[config.mk]
export PLATFORM = sky130hd
export DESIGN_NAME = fir_filter_bank
export DESIGN_NICKNAME = d
export VERILOG_FILES = /design/src/rtl/fir_pkg.sv /design/src/rtl/fir_mac_unit.sv /design/src/rtl/fir_filter_bank.sv
export SDC_FILE = /design/constraint.sdc
export NUM_CORES = 2
export LEC_CHECK = 0
export CAP_MARGIN = 10
export CELL_PAD_IN_SITES_DETAIL_PLACEMENT = 1
export CELL_PAD_IN_SITES_GLOBAL_PLACEMENT = 1
export CORE_MARGIN = 1
export CORE_UTILIZATION = 50
export DETAILED_ROUTE_END_ITERATION = 8
export PLACE_DENSITY_LB_ADDON = 0.1
export SYNTH_ARGS = -nofsm -noshare
export SYNTH_HDL_FRONTEND = slang
export SYNTH_HIERARCHICAL = 1
export SYNTH_SLANG_ARGS = --single-unit
[constraint.sdc]
create_clock -name clk -period 11.85 [get_ports clk]
set_input_delay 1.7775 -clock clk [delete_from_list [all_inputs] [get_ports clk]]
set_output_delay 1.7775 -clock clk [all_outputs]
set_load 0.05 [all_outputs]
[src/rtl/fir_pkg.sv]
// Shared types and helpers for the FIR filter bank: FSM state encoding,
// mode numbering, accumulator width and output saturation.
// Pure declarations; no clocked logic.
package fir_pkg;

    typedef enum logic [1:0] {
        ST_IDLE = 2'd0,
        ST_MAC  = 2'd1,
        ST_OUT  = 2'd2
    } state_t;

    // Conventional meaning of each coefficient set
    localparam int MODE_LP = 0;
    localparam int MODE_HP = 1;
    localparam int MODE_BP = 2;
    localparam int MODE_MA = 3;

    // Full-precision accumulator: product width plus growth for TAPS additions
    function automatic int acc_w(input int data_w, input int coef_w, input int taps);
        return data_w + coef_w + $clog2(taps);
    endfunction

    // Clamp a signed value into the range of a w-bit two's complement number
    function automatic logic signed [63:0] saturate(input logic signed [63:0] v, input int w);
        logic signed [63:0] hi;
        logic signed [63:0] lo;
        hi = (64'sd1 <<< (w - 1)) - 64'sd1;
        lo = -(64'sd1 <<< (w - 1));
        if (v > hi) begin
            return hi;
        end else if (v < lo) begin
            return lo;
        end else begin
            return v;
        end
    endfunction

endpackage

[src/rtl/fir_mac_unit.sv]
// Multiply-accumulate datapath with round-half-up, arithmetic shift and saturation.
// Latency: product registered one cycle after mul_en, accumulated the cycle after; fin_en folds the last product in.
// Backpressure: none here; the controlling FSM holds out_data by not pulsing fin_en.
//
// Ports: clr zeroes the accumulator for a new sample; mul_en issues one tap (x*h);
// fin_en loads out_data from the accumulator including any product still in flight.
module fir_mac_unit
    import fir_pkg::*;
#(
    parameter int DATA_W = 16,
    parameter int COEF_W = 16,
    parameter int TAPS   = 16,
    parameter int FRAC   = 15
) (
    input  logic                     clk,
    input  logic                     rst,
    input  logic                     clr,
    input  logic                     mul_en,
    input  logic                     fin_en,
    input  logic signed [DATA_W-1:0] x,
    input  logic signed [COEF_W-1:0] h,
    output logic signed [DATA_W-1:0] out_data
);

    localparam int PROD_W = DATA_W + COEF_W;
    localparam int ACC_W  = acc_w(DATA_W, COEF_W, TAPS);
    // Rounding constant: half an output LSB (FRAC must be at least 1)
    localparam logic signed [ACC_W-1:0] HALF = ACC_W'(1) <<< (FRAC - 1);

    logic signed [PROD_W-1:0] prod_q;
    logic                     prod_vld_q;
    logic signed [ACC_W-1:0]  acc_q;
    logic signed [ACC_W-1:0]  acc_nxt;
    logic signed [ACC_W-1:0]  rnd;
    logic signed [DATA_W-1:0] sat_val;

    always_comb begin
        acc_nxt = acc_q;
        if (prod_vld_q) begin
            acc_nxt = acc_q + ACC_W'(prod_q);
        end
        rnd     = (acc_nxt + HALF) >>> FRAC;
        sat_val = DATA_W'(saturate(64'(rnd), DATA_W));
    end

    always_ff @(posedge clk) begin
        if (rst) begin
            prod_q     <= '0;
            prod_vld_q <= 1'b0;
            acc_q      <= '0;
            out_data   <= '0;
        end else begin
            if (clr) begin
                prod_vld_q <= 1'b0;
                acc_q      <= '0;
            end else begin
                prod_vld_q <= mul_en;
                acc_q      <= acc_nxt;
            end
            if (mul_en) begin
                prod_q <= x * h;
            end
            if (fin_en) begin
                out_data <= sat_val;
            end
        end
    end

endmodule

[src/rtl/fir_filter_bank.sv]
// Time-multiplexed FIR engine with NUM_MODES runtime-loadable coefficient sets chosen per sample.
// Latency: sample accepted at edge T gives out_valid after edge T+TAPS+1; one sample in flight at a time.
// Backpressure: in_ready low from accept until the result handshakes; out_data held while out_ready is low.
//
// Ports: in_data/in_mode/in_valid/in_ready  sample stream in
//        out_data/out_valid/out_ready        filtered result out
//        coef_we/coef_mode/coef_idx/coef_data/coef_busy  coefficient write port (idx 0 = newest sample)
module fir_filter_bank
    import fir_pkg::*;
#(
    parameter int DATA_W    = 16,
    parameter int COEF_W    = 16,
    parameter int TAPS      = 16,
    parameter int NUM_MODES = 4,
    parameter int FRAC      = 15,
    localparam int MODE_W   = (NUM_MODES > 1) ? $clog2(NUM_MODES) : 1,
    localparam int IDX_W    = $clog2(TAPS)
) (
    input  logic                     clk,
    input  logic                     rst,
    input  logic signed [DATA_W-1:0] in_data,
    input  logic [MODE_W-1:0]        in_mode,
    input  logic                     in_valid,
    output logic                     in_ready,
    output logic signed [DATA_W-1:0] out_data,
    output logic                     out_valid,
    input  logic                     out_ready,
    input  logic                     coef_we,
    input  logic [MODE_W-1:0]        coef_mode,
    input  logic [IDX_W-1:0]         coef_idx,
    input  logic signed [COEF_W-1:0] coef_data,
    output logic                     coef_busy
);

    localparam int DEPTH  = NUM_MODES * TAPS;
    localparam int ADDR_W = (DEPTH > 1) ? $clog2(DEPTH) : 1;
    localparam logic [IDX_W-1:0] LAST_TAP = IDX_W'(TAPS - 1);

    state_t                   state_q;
    state_t                   state_nxt;
    logic [IDX_W-1:0]         cnt_q;
    logic [MODE_W-1:0]        mode_q;
    logic [MODE_W-1:0]        mode_eff;
    logic                     out_valid_q;
    logic signed [DATA_W-1:0] x_q [TAPS];
    logic signed [COEF_W-1:0] coef_mem [DEPTH];

    logic                     accept;
    logic                     coef_mode_ok;
    logic                     coef_wr;
    logic [ADDR_W-1:0]        rd_addr;
    logic [ADDR_W-1:0]        wr_addr;
    logic signed [COEF_W-1:0] h_cur;
    logic                     mul_en;
    logic                     fin_en;

    // Out-of-range modes fall back to the LP set; writes to a nonexistent set are dropped.
    generate
        if (NUM_MODES == (1 << MODE_W)) begin : g_full_modes
            assign mode_eff     = in_mode;
            assign coef_mode_ok = 1'b1;
        end else begin : g_partial_modes
            assign mode_eff     = (int'(in_mode) < NUM_MODES) ? in_mode : MODE_W'(MODE_LP);
            assign coef_mode_ok = int'(coef_mode) < NUM_MODES;
        end
    endgenerate

    assign in_ready  = (state_q == ST_IDLE);
    assign accept    = in_ready && in_valid;
    // A sample offered in IDLE takes priority over a coefficient write
    assign coef_wr   = coef_we && (state_q == ST_IDLE) && !in_valid;
    assign coef_busy = coef_we && !coef_wr;

    assign rd_addr = ADDR_W'(int'(mode_q) * TAPS + int'(cnt_q));
    assign wr_addr = ADDR_W'(int'(coef_mode) * TAPS + int'(coef_idx));
    assign h_cur   = coef_mem[rd_addr];

    assign mul_en = (state_q == ST_MAC);
    // First OUT cycle drains the last product into out_data; afterwards the result is held
    assign fin_en = (state_q == ST_OUT) && !out_valid_q;

    assign out_valid = out_valid_q;

    always_comb begin
        state_nxt = state_q;
        case (state_q)
            ST_IDLE: if (in_valid) state_nxt = ST_MAC;
            ST_MAC:  if (cnt_q == LAST_TAP) state_nxt = ST_OUT;
            ST_OUT:  if (out_valid_q && out_ready) state_nxt = ST_IDLE;
            default: state_nxt = ST_IDLE;
        endcase
    end

    always_ff @(posedge clk) begin
        if (rst) begin
            state_q     <= ST_IDLE;
            cnt_q       <= '0;
            mode_q      <= '0;
            out_valid_q <= 1'b0;
            for (int k = 0; k < TAPS; k++) begin
                x_q[k] <= '0;
            end
        end else begin
            state_q <= state_nxt;
            if (accept) begin
                x_q[0] <= in_data;
                for (int k = 1; k < TAPS; k++) begin
                    x_q[k] <= x_q[k-1];
                end
                mode_q <= mode_eff;
                cnt_q  <= '0;
            end else if ((state_q == ST_MAC) && (cnt_q != LAST_TAP)) begin
                cnt_q <= cnt_q + IDX_W'(1);
            end
            if (fin_en) begin
                out_valid_q <= 1'b1;
            end else if (out_valid_q && out_ready) begin
                out_valid_q <= 1'b0;
            end
        end
    end

    // Coefficient store is deliberately not reset
    always_ff @(posedge clk) begin
        if (coef_wr && coef_mode_ok) begin
            coef_mem[wr_addr] <= coef_data;
        end
    end

    fir_mac_unit #(
        .DATA_W (DATA_W),
        .COEF_W (COEF_W),
        .TAPS   (TAPS),
        .FRAC   (FRAC)
    ) u_mac (
        .clk      (clk),
        .rst      (rst),
        .clr      (accept),
        .mul_en   (mul_en),
        .fin_en   (fin_en),
        .x        (x_q[cnt_q]),
        .h        (h_cur),
        .out_data (out_data)
    );

endmodule

==> reports/metrics.csv <==
metric;value;unit
seq_area;0.0404;mm^2
layout_commonest_cell;edfxtp_1;
clk_pin_slew;60;ps
routed_wl;173;mm
synth_area;0.0670;mm^2
finalHoldViolations;0;
slew_violations;0;
first_pass_iters;7;
tightest_slew;1310;ps
nets;4908;
critPathCaptureType;register;
synth_enable_flop_cells;1280;
cts.repair.resized;0;
clockBufferDepth;3;
skew;37.2;ps
cp_max_fo;40;
yosysSeqAreaShare;60.3;%
die_area;0.136;mm^2
diodes;0;
met3_length;11.4;mm
period_needed;9680;ps
initialDrtViolationCount;3407;
grt_use_total;25.9;%
grt_pass1_vias;40000;
antenna_found_initial;2;
synth_cell_types;85;
post_cts_buffers;0;
cts_sinks;1378;
setup_tns;0;ps
rsz0062_at_grt;false;
maxCapViolations;0;
postCtsHoldBufs;0;
power.density;234;mW/mm^2
tritoncts;built;
worst_skew_pair.late_latency;790;ps
finalSetupViolCount;0;
fin_crit_sh;81.7;%
die_h;368;um
die_x;368;um
cts_buffers;148;
most-common-layout-cells;1,280 x edfxtp_1, 334 x inv_1, 284 x and2_1, 273 x mux4_2, 263 x fa_1;
arrival;10330;ps
grt_pass1_wl;260;mm
slowest_delay;1080;ps
ys_seq_elements;1378;
htreeDepth;4;
run_status;finished clean;
r2r_slack;2170;ps
total_power;17500;uW
relSlewSlack;12.5;%
min_path_type;reg2reg;
p_leak;0.0261;uW
route.detailed.vias_per_inst;5.97;
critPathRequiredTime;12500;ps
drc_errors;0;
synth_nets;4778;
avgSynthCellArea;15.4;um^2
fmax;103;MHz
drive_gt1_share;15.7;%
area_growth_syn_to_layout;11.4;%
synth_ff_type;edfxtp_1;
port_buffers;63;
root_buffer;clkbuf_16;
path_class;reg2reg;
crit_path_frequent_cell;fa_1;
wire_per_inst;27.2;um
met1Wirelength;80.2;mm
via_count;37900;
slowest_stage;a221oi_2;
wl_met2;78.0;mm
synthCells;4351;
ios;64;
highest_layer;met5;
ant_nets;0;
grt_max_degree;197;
core_area;0.132;mm^2
rows;133;
place.gp.congestion;0.862;
n_fill_cell;12300;
async_flop_share;0;%
vdd_drop_max;379;uV
multi_input_area;0.0244;mm^2
ys.warnings.count;6;
critical_path.startpoint_type;register;
dpl.hpwl;112;mm
grt_overflow;0;
start_util;50.7;%
power by group:
part           switching (uW)  internal [uW]
combinational            4230           3180
clock                    1950           2580
sequential               79.8           5450
total                    6260          11200
stage by stage:
stage          setup slack (ps)  util (%)  hold slack [ps]  cell area (um^2)  std cells
6_report                   2170      56.4              456             74700       6354
4_1_cts                    2180      56.4              459             74700       6354
5_1_grt                    1700      56.4              486             74700       6354
2_1_floorplan              2920         -              445             67000       4351
3_5_place_dp               2220      52.9              451             69900       6086
3_3_place_gp               2420      52.9              446             69900       6086
cells in the mapped netlist, types with 28 or more instances:
cell,n,share of area [%]
edfxtp_1,1280,57
inv_1,334,1.9
and2_1,284,2.7
mux4_2,273,9.2
fa_1,263,7.9
nor2_1,248,1.4
nand2_1,208,1.2
mux2i_1,193,2.9
clkbuf_1,134,0.75
ha_1,119,2.2
nor2b_1,116,1.1
dfxtp_1,98,2.9
a21oi_1,74,0.55
o22ai_1,61,0.57
o21ai_0,46,0.34
xnor2_1,45,0.59
nand3_1,41,0.31
buf_2,38,0.28
a21o_1,36,0.40
mux2_2,30,0.50
nor3_1,29,0.22
a211o_1,28,0.37
state kept, by name, indices dropped and copies added, names as in the netlist, named ones only:
name and count:
coef_mem 1024, out_valid 1, cnt_q 4, mode_q 2, u_mac/out_data 16, state_q 2
x_q 256, u_mac/prod_q 32, u_mac/acc_q 36, u_mac/prod_vld_q 1
per-layer routing:
layer,up-vias,GRT usage [%]
met1,20200,39.7
met2,1162,39.0
met3,193,4.19
met5,-,0
met4,2,5.90
li1,16400,-
worst paths after layout:
check,cells after the start,startpoint,end
worst max-delay path,28,cnt_q[2],u_mac/prod_q[29]
worst max register to register,28,cnt_q[2],u_mac/prod_q[29]
worst min-delay path,2,u_mac/out_data[15],u_mac/out_data[15]
worst min register to register,2,u_mac/out_data[15],u_mac/out_data[15]
final cells by class:
type	instances	area share, %
timing repair buffer	201	2.23
inverter	336	1.69
multi-input combinational	2416	32.7
clock inverter	90	1.10
tap	1755	2.94
clock buffer	178	5.21
sequential	1378	54.1
kinds of logic after synthesis:
| family | count (synthesis) | synth area share (%) |
|---|---|---|
| flip-flops | 1378 | 60.3 |
| AO/OA/AOI/OAI | 437 | 4.78 |
| AND/OR/NAND/NOR | 1033 | 7.94 |
| adder cells (fa/ha/maj) | 382 | 10.1 |
| XOR/XNOR | 68 | 0.900 |
| buffers and inverters | 557 | 3.46 |
| multiplexers | 496 | 12.6 |
critical path: cells and delay by family, from the launching register on:
family	cells	cell delay [ps]
fa+ha+maj	7	3100
compound gates	14	4090
simple gates	2	430
flops	1	800
xor+xnor	1	170
buf+inv	4	910
Note: power is estimated with default switching activity, not from simulation.
